===== src/rtl/branch_resolve_queue_if.sv =====
`default_nettype none
// ============================================================================
// Module   : branch_resolve_queue_if
// Brief    : Predict / resolve / update bundle between the front-end and the
//            branch resolve queue.
// Revision : 1.0 - initial release
// ============================================================================
interface branch_resolve_queue_if #(
    parameter int K     = 4,
    parameter int M     = 4,
    parameter int DEPTH = 8
);
    localparam int c_OW = $clog2(DEPTH) + 1;

    logic              pred_valid;
    logic [K-1:0]      pred_index;
    logic              pred_taken;
    logic              pred_ready;
    logic [M-1:0]      spec_bhr;
    logic              res_valid;
    logic              res_taken;
    logic              upd_valid;
    logic [K-1:0]      upd_index;
    logic [M-1:0]      upd_bhr;
    logic              upd_outcome;
    logic              mispredict;
    logic [c_OW-1:0]   occupancy;
    logic              res_err;
    logic [15:0]       mispred_count;

    modport master (
        output pred_valid, pred_index, pred_taken, res_valid, res_taken,
        input  pred_ready, spec_bhr, upd_valid, upd_index, upd_bhr,
               upd_outcome, mispredict, occupancy, res_err, mispred_count
    );

    modport slave (
        input  pred_valid, pred_index, pred_taken, res_valid, res_taken,
        output pred_ready, spec_bhr, upd_valid, upd_index, upd_bhr,
               upd_outcome, mispredict, occupancy, res_err, mispred_count
    );
endinterface
`default_nettype wire


===== src/rtl/branch_resolve_queue.sv =====
`default_nettype none
// ============================================================================
// Module   : branch_resolve_queue
// Brief    : In-order queue of predicted branches; owns the speculative and
//            architectural global history and drives predictor updates.
//            Optional macro BRQ_MISPRED_CNT_EN enables the mispredict counter.
// Revision : 1.0 - initial release
// ============================================================================
module branch_resolve_queue #(
    parameter int K     = 4,
    parameter int M     = 4,
    parameter int DEPTH = 8
) (
    input  logic                  clk,
    input  logic                  reset,
    branch_resolve_queue_if.slave brq
);
    localparam int              c_PW    = $clog2(DEPTH);
    localparam int              c_OW    = c_PW + 1;
    localparam logic [c_OW-1:0] c_FULL  = c_OW'(DEPTH);
    localparam logic [c_OW-1:0] c_ZERO  = '0;

    logic [K-1:0]    r_idx_mem   [DEPTH];
    logic [M-1:0]    r_snap_mem  [DEPTH];
    logic            r_ptkn_mem  [DEPTH];

    logic [c_PW-1:0] r_head;
    logic [c_PW-1:0] r_tail;
    logic [c_OW-1:0] r_count;
    logic [M-1:0]    r_spec_bhr;
    logic [M-1:0]    r_arch_bhr;
    logic            r_upd_valid;
    logic [K-1:0]    r_upd_index;
    logic [M-1:0]    r_upd_bhr;
    logic            r_upd_outcome;
    logic            r_mispredict;
    logic            r_res_err;

    logic            w_full;
    logic            w_push;
    logic            w_pop;
    logic            w_mis;
    logic [M-1:0]    w_arch_next;

    assign w_full      = (r_count == c_FULL);
    assign w_push      = brq.pred_valid && !w_full;
    assign w_pop       = brq.res_valid && (r_count != c_ZERO);
    assign w_mis       = w_pop && (brq.res_taken != r_ptkn_mem[r_head]);
    assign w_arch_next = {r_arch_bhr[M-2:0], brq.res_taken};

    // Entry storage carries no reset: validity is tracked by head/tail/count.
    always_ff @(posedge clk) begin
        if (w_push && !w_mis) begin
            r_idx_mem[r_tail]  <= brq.pred_index;
            r_snap_mem[r_tail] <= r_spec_bhr;
            r_ptkn_mem[r_tail] <= brq.pred_taken;
        end
    end

    always_ff @(posedge clk) begin
        if (!reset) begin
            r_head        <= '0;
            r_tail        <= '0;
            r_count       <= '0;
            r_spec_bhr    <= '0;
            r_arch_bhr    <= '0;
            r_upd_valid   <= 1'b0;
            r_upd_index   <= '0;
            r_upd_bhr     <= '0;
            r_upd_outcome <= 1'b0;
            r_mispredict  <= 1'b0;
            r_res_err     <= 1'b0;
        end else begin
            r_upd_valid  <= w_pop;
            r_mispredict <= w_mis;

            if (brq.res_valid && (r_count == c_ZERO)) begin
                r_res_err <= 1'b1;
            end

            if (w_pop) begin
                r_upd_index   <= r_idx_mem[r_head];
                r_upd_bhr     <= r_snap_mem[r_head];
                r_upd_outcome <= brq.res_taken;
                r_arch_bhr    <= w_arch_next;
                r_head        <= r_head + 1'b1;
            end

            // A flush drops every younger entry and any push arriving with it.
            if (w_mis) begin
                r_count    <= '0;
                r_tail     <= r_head + 1'b1;
                r_spec_bhr <= w_arch_next;
            end else begin
                r_count <= r_count + {{(c_OW-1){1'b0}}, w_push}
                                   - {{(c_OW-1){1'b0}}, w_pop};
                if (w_push) begin
                    r_tail     <= r_tail + 1'b1;
                    r_spec_bhr <= {r_spec_bhr[M-2:0], brq.pred_taken};
                end
            end
        end
    end

`ifdef BRQ_MISPRED_CNT_EN
    logic [15:0] r_mis_cnt;

    always_ff @(posedge clk) begin
        if (!reset) begin
            r_mis_cnt <= '0;
        end else if (w_mis && (r_mis_cnt != 16'hFFFF)) begin
            r_mis_cnt <= r_mis_cnt + 16'd1;
        end
    end

    assign brq.mispred_count = r_mis_cnt;
`else
    assign brq.mispred_count = 16'h0000;
`endif

    assign brq.pred_ready  = !w_full;
    assign brq.spec_bhr    = r_spec_bhr;
    assign brq.occupancy   = r_count;
    assign brq.upd_valid   = r_upd_valid;
    assign brq.upd_index   = r_upd_index;
    assign brq.upd_bhr     = r_upd_bhr;
    assign brq.upd_outcome = r_upd_outcome;
    assign brq.mispredict  = r_mispredict;
    assign brq.res_err     = r_res_err;

endmodule
`default_nettype wire


===== src/flat_wrapper.sv =====
// flat-port wrapper written by rule: the top's interface ports become plain ports
module branch_resolve_queue_flat 
#(
    parameter int K     = 4,
    parameter int M     = 4,
    parameter int DEPTH = 8
)
  (clk, reset, brq_pred_valid, brq_pred_index, brq_pred_taken, brq_res_valid, brq_res_taken, brq_pred_ready, brq_spec_bhr, brq_upd_valid, brq_upd_index, brq_upd_bhr, brq_upd_outcome, brq_mispredict, brq_occupancy, brq_res_err, brq_mispred_count);
  branch_resolve_queue_if #(.K(K), .M(M), .DEPTH(DEPTH)) brq_i ();
  input  logic clk;
  input  logic reset;
  input wire logic [$bits(brq_i.pred_valid)-1:0] brq_pred_valid;
  input wire logic [$bits(brq_i.pred_index)-1:0] brq_pred_index;
  input wire logic [$bits(brq_i.pred_taken)-1:0] brq_pred_taken;
  input wire logic [$bits(brq_i.res_valid)-1:0] brq_res_valid;
  input wire logic [$bits(brq_i.res_taken)-1:0] brq_res_taken;
  output wire logic [$bits(brq_i.pred_ready)-1:0] brq_pred_ready;
  output wire logic [$bits(brq_i.spec_bhr)-1:0] brq_spec_bhr;
  output wire logic [$bits(brq_i.upd_valid)-1:0] brq_upd_valid;
  output wire logic [$bits(brq_i.upd_index)-1:0] brq_upd_index;
  output wire logic [$bits(brq_i.upd_bhr)-1:0] brq_upd_bhr;
  output wire logic [$bits(brq_i.upd_outcome)-1:0] brq_upd_outcome;
  output wire logic [$bits(brq_i.mispredict)-1:0] brq_mispredict;
  output wire logic [$bits(brq_i.occupancy)-1:0] brq_occupancy;
  output wire logic [$bits(brq_i.res_err)-1:0] brq_res_err;
  output wire logic [$bits(brq_i.mispred_count)-1:0] brq_mispred_count;
  assign brq_i.pred_valid = brq_pred_valid;
  assign brq_i.pred_index = brq_pred_index;
  assign brq_i.pred_taken = brq_pred_taken;
  assign brq_i.res_valid = brq_res_valid;
  assign brq_i.res_taken = brq_res_taken;
  assign brq_pred_ready = brq_i.pred_ready;
  assign brq_spec_bhr = brq_i.spec_bhr;
  assign brq_upd_valid = brq_i.upd_valid;
  assign brq_upd_index = brq_i.upd_index;
  assign brq_upd_bhr = brq_i.upd_bhr;
  assign brq_upd_outcome = brq_i.upd_outcome;
  assign brq_mispredict = brq_i.mispredict;
  assign brq_occupancy = brq_i.occupancy;
  assign brq_res_err = brq_i.res_err;
  assign brq_mispred_count = brq_i.mispred_count;
  branch_resolve_queue #(.K(K), .M(M), .DEPTH(DEPTH)) u_core (.clk(clk), .reset(reset), .brq(brq_i));
endmodule

===== config.mk =====
export PLATFORM = sky130hd
export DESIGN_NAME = branch_resolve_queue_flat
export DESIGN_NICKNAME = d
export VERILOG_FILES = /design/src/rtl/branch_resolve_queue_if.sv /design/src/rtl/branch_resolve_queue.sv /design/src/flat_wrapper.sv
export SDC_FILE = /design/constraint.sdc
export NUM_CORES = 1
export LEC_CHECK = 0
export BUFFER_PORTS_ARGS = -buffer_cell sky130_fd_sc_hd__buf_4
export CORE_MARGIN = 2
export CORE_UTILIZATION = 62
export DETAILED_ROUTE_END_ITERATION = 10
export GPL_TIMING_DRIVEN = 0
export PLACE_DENSITY_LB_ADDON = 0.05
export SETUP_SLACK_MARGIN = 0.1
export SLEW_MARGIN = 20
export SYNTH_ARGS = -nofsm -noshare
export SYNTH_HDL_FRONTEND = slang
export SYNTH_SLANG_ARGS = --single-unit

===== constraint.sdc =====
create_clock -name clk -period 4.58 [get_ports clk]
set_clock_uncertainty 0.05 [all_clocks]
set_input_delay 0.458 -clock clk [delete_from_list [all_inputs] [get_ports clk]]
set_output_delay 0.458 -clock clk [all_outputs]
set_load 0.02 [all_outputs]

==> results.sh <==
export IMPL_drc=0
export IMPL_layout_common_cells="72 x edfxtp_1, 51 x buf_4, 31 x dfxtp_1"
export IMPL_post_route_util_pct=73.1
export IMPL_timing_hold_ws_ps=265
export IMPL_die_w_um=87.2
export IMPL_h_tree_depth=3
export IMPL_period_share_pct=68.5
export IMPL_max_slew_margin_rel_pct=30.9
export IMPL_place_gp_congestion=0.811
export IMPL_p_clk_share_pct=21.0
export IMPL_grt_total_usage_pct=23.0
export IMPL_synth_edf_count=72
export IMPL_power_internal_w=0.00175
export IMPL_syn_area_um2=4300
export IMPL_nNetsFinal=363
export IMPL_cts_root_buffer="clkbuf_8"
export IMPL_cts_buffers=9
export IMPL_via_per_inst=5.76
export IMPL_p_comb_share_pct=31.9
export IMPL_swShare_pct=34.3
export IMPL_cp_data_required_time_ps=4530
export IMPL_areaGrowthSynthToFinish_pct=14.9
export IMPL_path_clk_slew_ps=110
export IMPL_timing_setup_tns_ps=0
export IMPL_wire_per_inst_um=19.0
export IMPL_yosys_warnings=0
export IMPL_worstSkewPairLatency_ps=370
export IMPL_routed_wl_mm=8.13
export IMPL_cts_tree="yes"
export IMPL_final_fill_count=436
export IMPL_final_setup_viol_count=0
export IMPL_share_seq_of_total_power_pct=47.1
export IMPL_ys_seq_elements=103
export IMPL_syn_area_per_cell_um2=15.2
export IMPL_dp_final_hpwl_mm=5.55
export IMPL_cap_violations=0
export IMPL_dp_cells=413
export IMPL_overflow=0
export IMPL_hp_class="input pin to flip-flop"
export IMPL_core_um2=6760
export IMPL_dr_pass1_iters=5
export IMPL_final_common_cell="edfxtp_1"
export IMPL_async_reset_ff_share_pct=0
export IMPL_hold_violations=0
export IMPL_rsz0062_at_grt="no"
export IMPL_p_sw_w=0.000912
export IMPL_cts_num_sinks=103
export IMPL_grt_start_max_net_pins=21
export IMPL_cp_arrival_ps=3080
export IMPL_port_buffers=30
export IMPL_finalPower_w=0.00266
export IMPL_clk_path_buf_depth=2
export IMPL_power_density_nw_per_um2=538
export IMPL_slew_viol_final=0
export IMPL_drive_gt1_share_pct=28.7
export IMPL_max_slew_worst_pin_slew_ps=1030
export IMPL_post_route_min_period_ps=3140
export IMPL_io_pins=47
export IMPL_timing_fmax_mhz=319
export IMPL_cts_setup_buffers=0
export IMPL_antenna_found_initial=0
export IMPL_start_util_pct=63.6
export IMPL_instances_no_fill=429
export IMPL_crit_path_end_kind="flip-flop"
export IMPL_die_area_um2=7610
export IMPL_cp_start_kind="flip-flop"
export IMPL_rows=30
export IMPL_die_h_um=87.2
export IMPL_syn_inst=283
export IMPL_leakagePower_nw=1.80
export IMPL_grt_pass1_vias=2336
export IMPL_synth_seq_area_share_pct=64.8
export IMPL_diodes=0
export IMPL_antenna_left=0
export IMPL_cts_hold_buffers=0
export IMPL_crit_type="flip-flop to flip-flop"
export IMPL_status="complete, no violations"
export IMPL_yosys_most_used_dff="edfxtp_1"
export IMPL_drt_iter0_drc=178
export IMPL_num_vias=2470
export IMPL_cp_max_fo=10
export IMPL_vdd_drop_max_uv=295
export IMPL_synth_distinct_cells=38
export IMPL_ctsResizeCount=0
export IMPL_grt_pass1_wl_mm=12.4
-- per-stage QoR --
stage	setup slack [ps]	area [µm²]
after CTS	1400	4940
after global placement	417	4680
after floorplan	1580	4350
final	1440	4940
after detailed placement	1430	4740
after global routing	1300	4940
-- flip-flops by register name, indices dropped and copies added, names as in the netlist, named ones only --
name / cells
u_core.r_tail: 3
u_core.r_snap_mem: 32
u_core.brq.occupancy: 4
u_core.r_ptkn_mem: 8
u_core.brq.res_err: 1
u_core.r_head: 3
u_core.r_arch_bhr: 3
u_core.brq.mispredict: 1
u_core.brq.upd_index: 4
u_core.brq.upd_valid: 1
u_core.brq.upd_bhr: 4
u_core.r_idx_mem: 32
u_core.brq.spec_bhr: 4
-- Yosys cell counts, drive strengths merged, types with 6 or more instances --
master   n  area, µm²
nor4     6       67.6
buf     19        141
ha       8        100
clkbuf  10       37.5
mux2i   14        140
nand2   15       56.3
nor2    17       63.8
a211oi   9       67.6
edfxtp  72       2160
mux4    17        383
mux2     6       71.3
inv     13       48.8
a21oi    7       35.0
dfxtp   31        621
-- routing by layer --
| layer | routed length [µm] | global-route usage [%] | part of all wire, % |
|---|---|---|---|
| met5 | 0 | 0 | 0 |
| met3 | 539 | 4.74 | 6.6 |
| met1 | 3500 | 31.5 | 43 |
| met2 | 3980 | 36.8 | 49 |
| met4 | 112 | 8.25 | 1.4 |
-- worst max-delay path, cell delays in order (launching register included) --
cell and delay (ps):
dfxtp_1 430, mux2_1 350, mux4_2 550, mux2_4 390
buf_6 180, nor2_1 800
-- path summary, 6_finish.rpt --
path,endpoint,cells past startpoint,slack [ps],startpoint
min,u_core.r_idx_mem[7][0],1,260,brq_pred_index[0]
min reg2reg,u_core.brq.res_err,1,440,u_core.brq.res_err
max,u_core.r_snap_mem[1][0],5,1440,flip-flop
max reg2reg,u_core.r_snap_mem[1][0],5,1440,flip-flop
-- power by group through the flow --
| stage | combinational (W) | sequential, W | clock (W) |
|---|---|---|---|
| finish | 0.000847 | 0.00125 | 0.000560 |
| floorplan | 0.000550 | 0.00131 | 0 |
| global placement | 0.000827 | 0.00126 | 0 |
| detailed placement | 0.000851 | 0.00127 | 0 |
| CTS | 0.000852 | 0.00125 | 0.000562 |
| global route | 0.000929 | 0.00127 | 0.000603 |
-- cells by family after synthesis --
kind of cell	share of synthesized area, %
DFF	64.8
and+or+nand+nor	8.18
other	0.0873
AOI/OAI and AO/OA	4.02
muxes	13.8
adders and majority gates	2.80
buffers and inverters	5.30
xor gates and xnor gates	1.02
-- layout make-up --
class / instances / area [µm²] / area share [%]
Sequential cell: 103 / 2780 / 56.3
Multi-Input combinational cell: 153 / 1370 / 27.7
Timing Repair Buffer: 35 / 263 / 5.32
Buffer: 29 / 179 / 3.62
Clock buffer: 9 / 124 / 2.51
Tap cell: 80 / 100 / 2.03
Clock inverter: 7 / 73.8 / 1.49
Inverter: 13 / 48.8 / 0.988
Note: power is estimated with default switching activity, not from simulation.
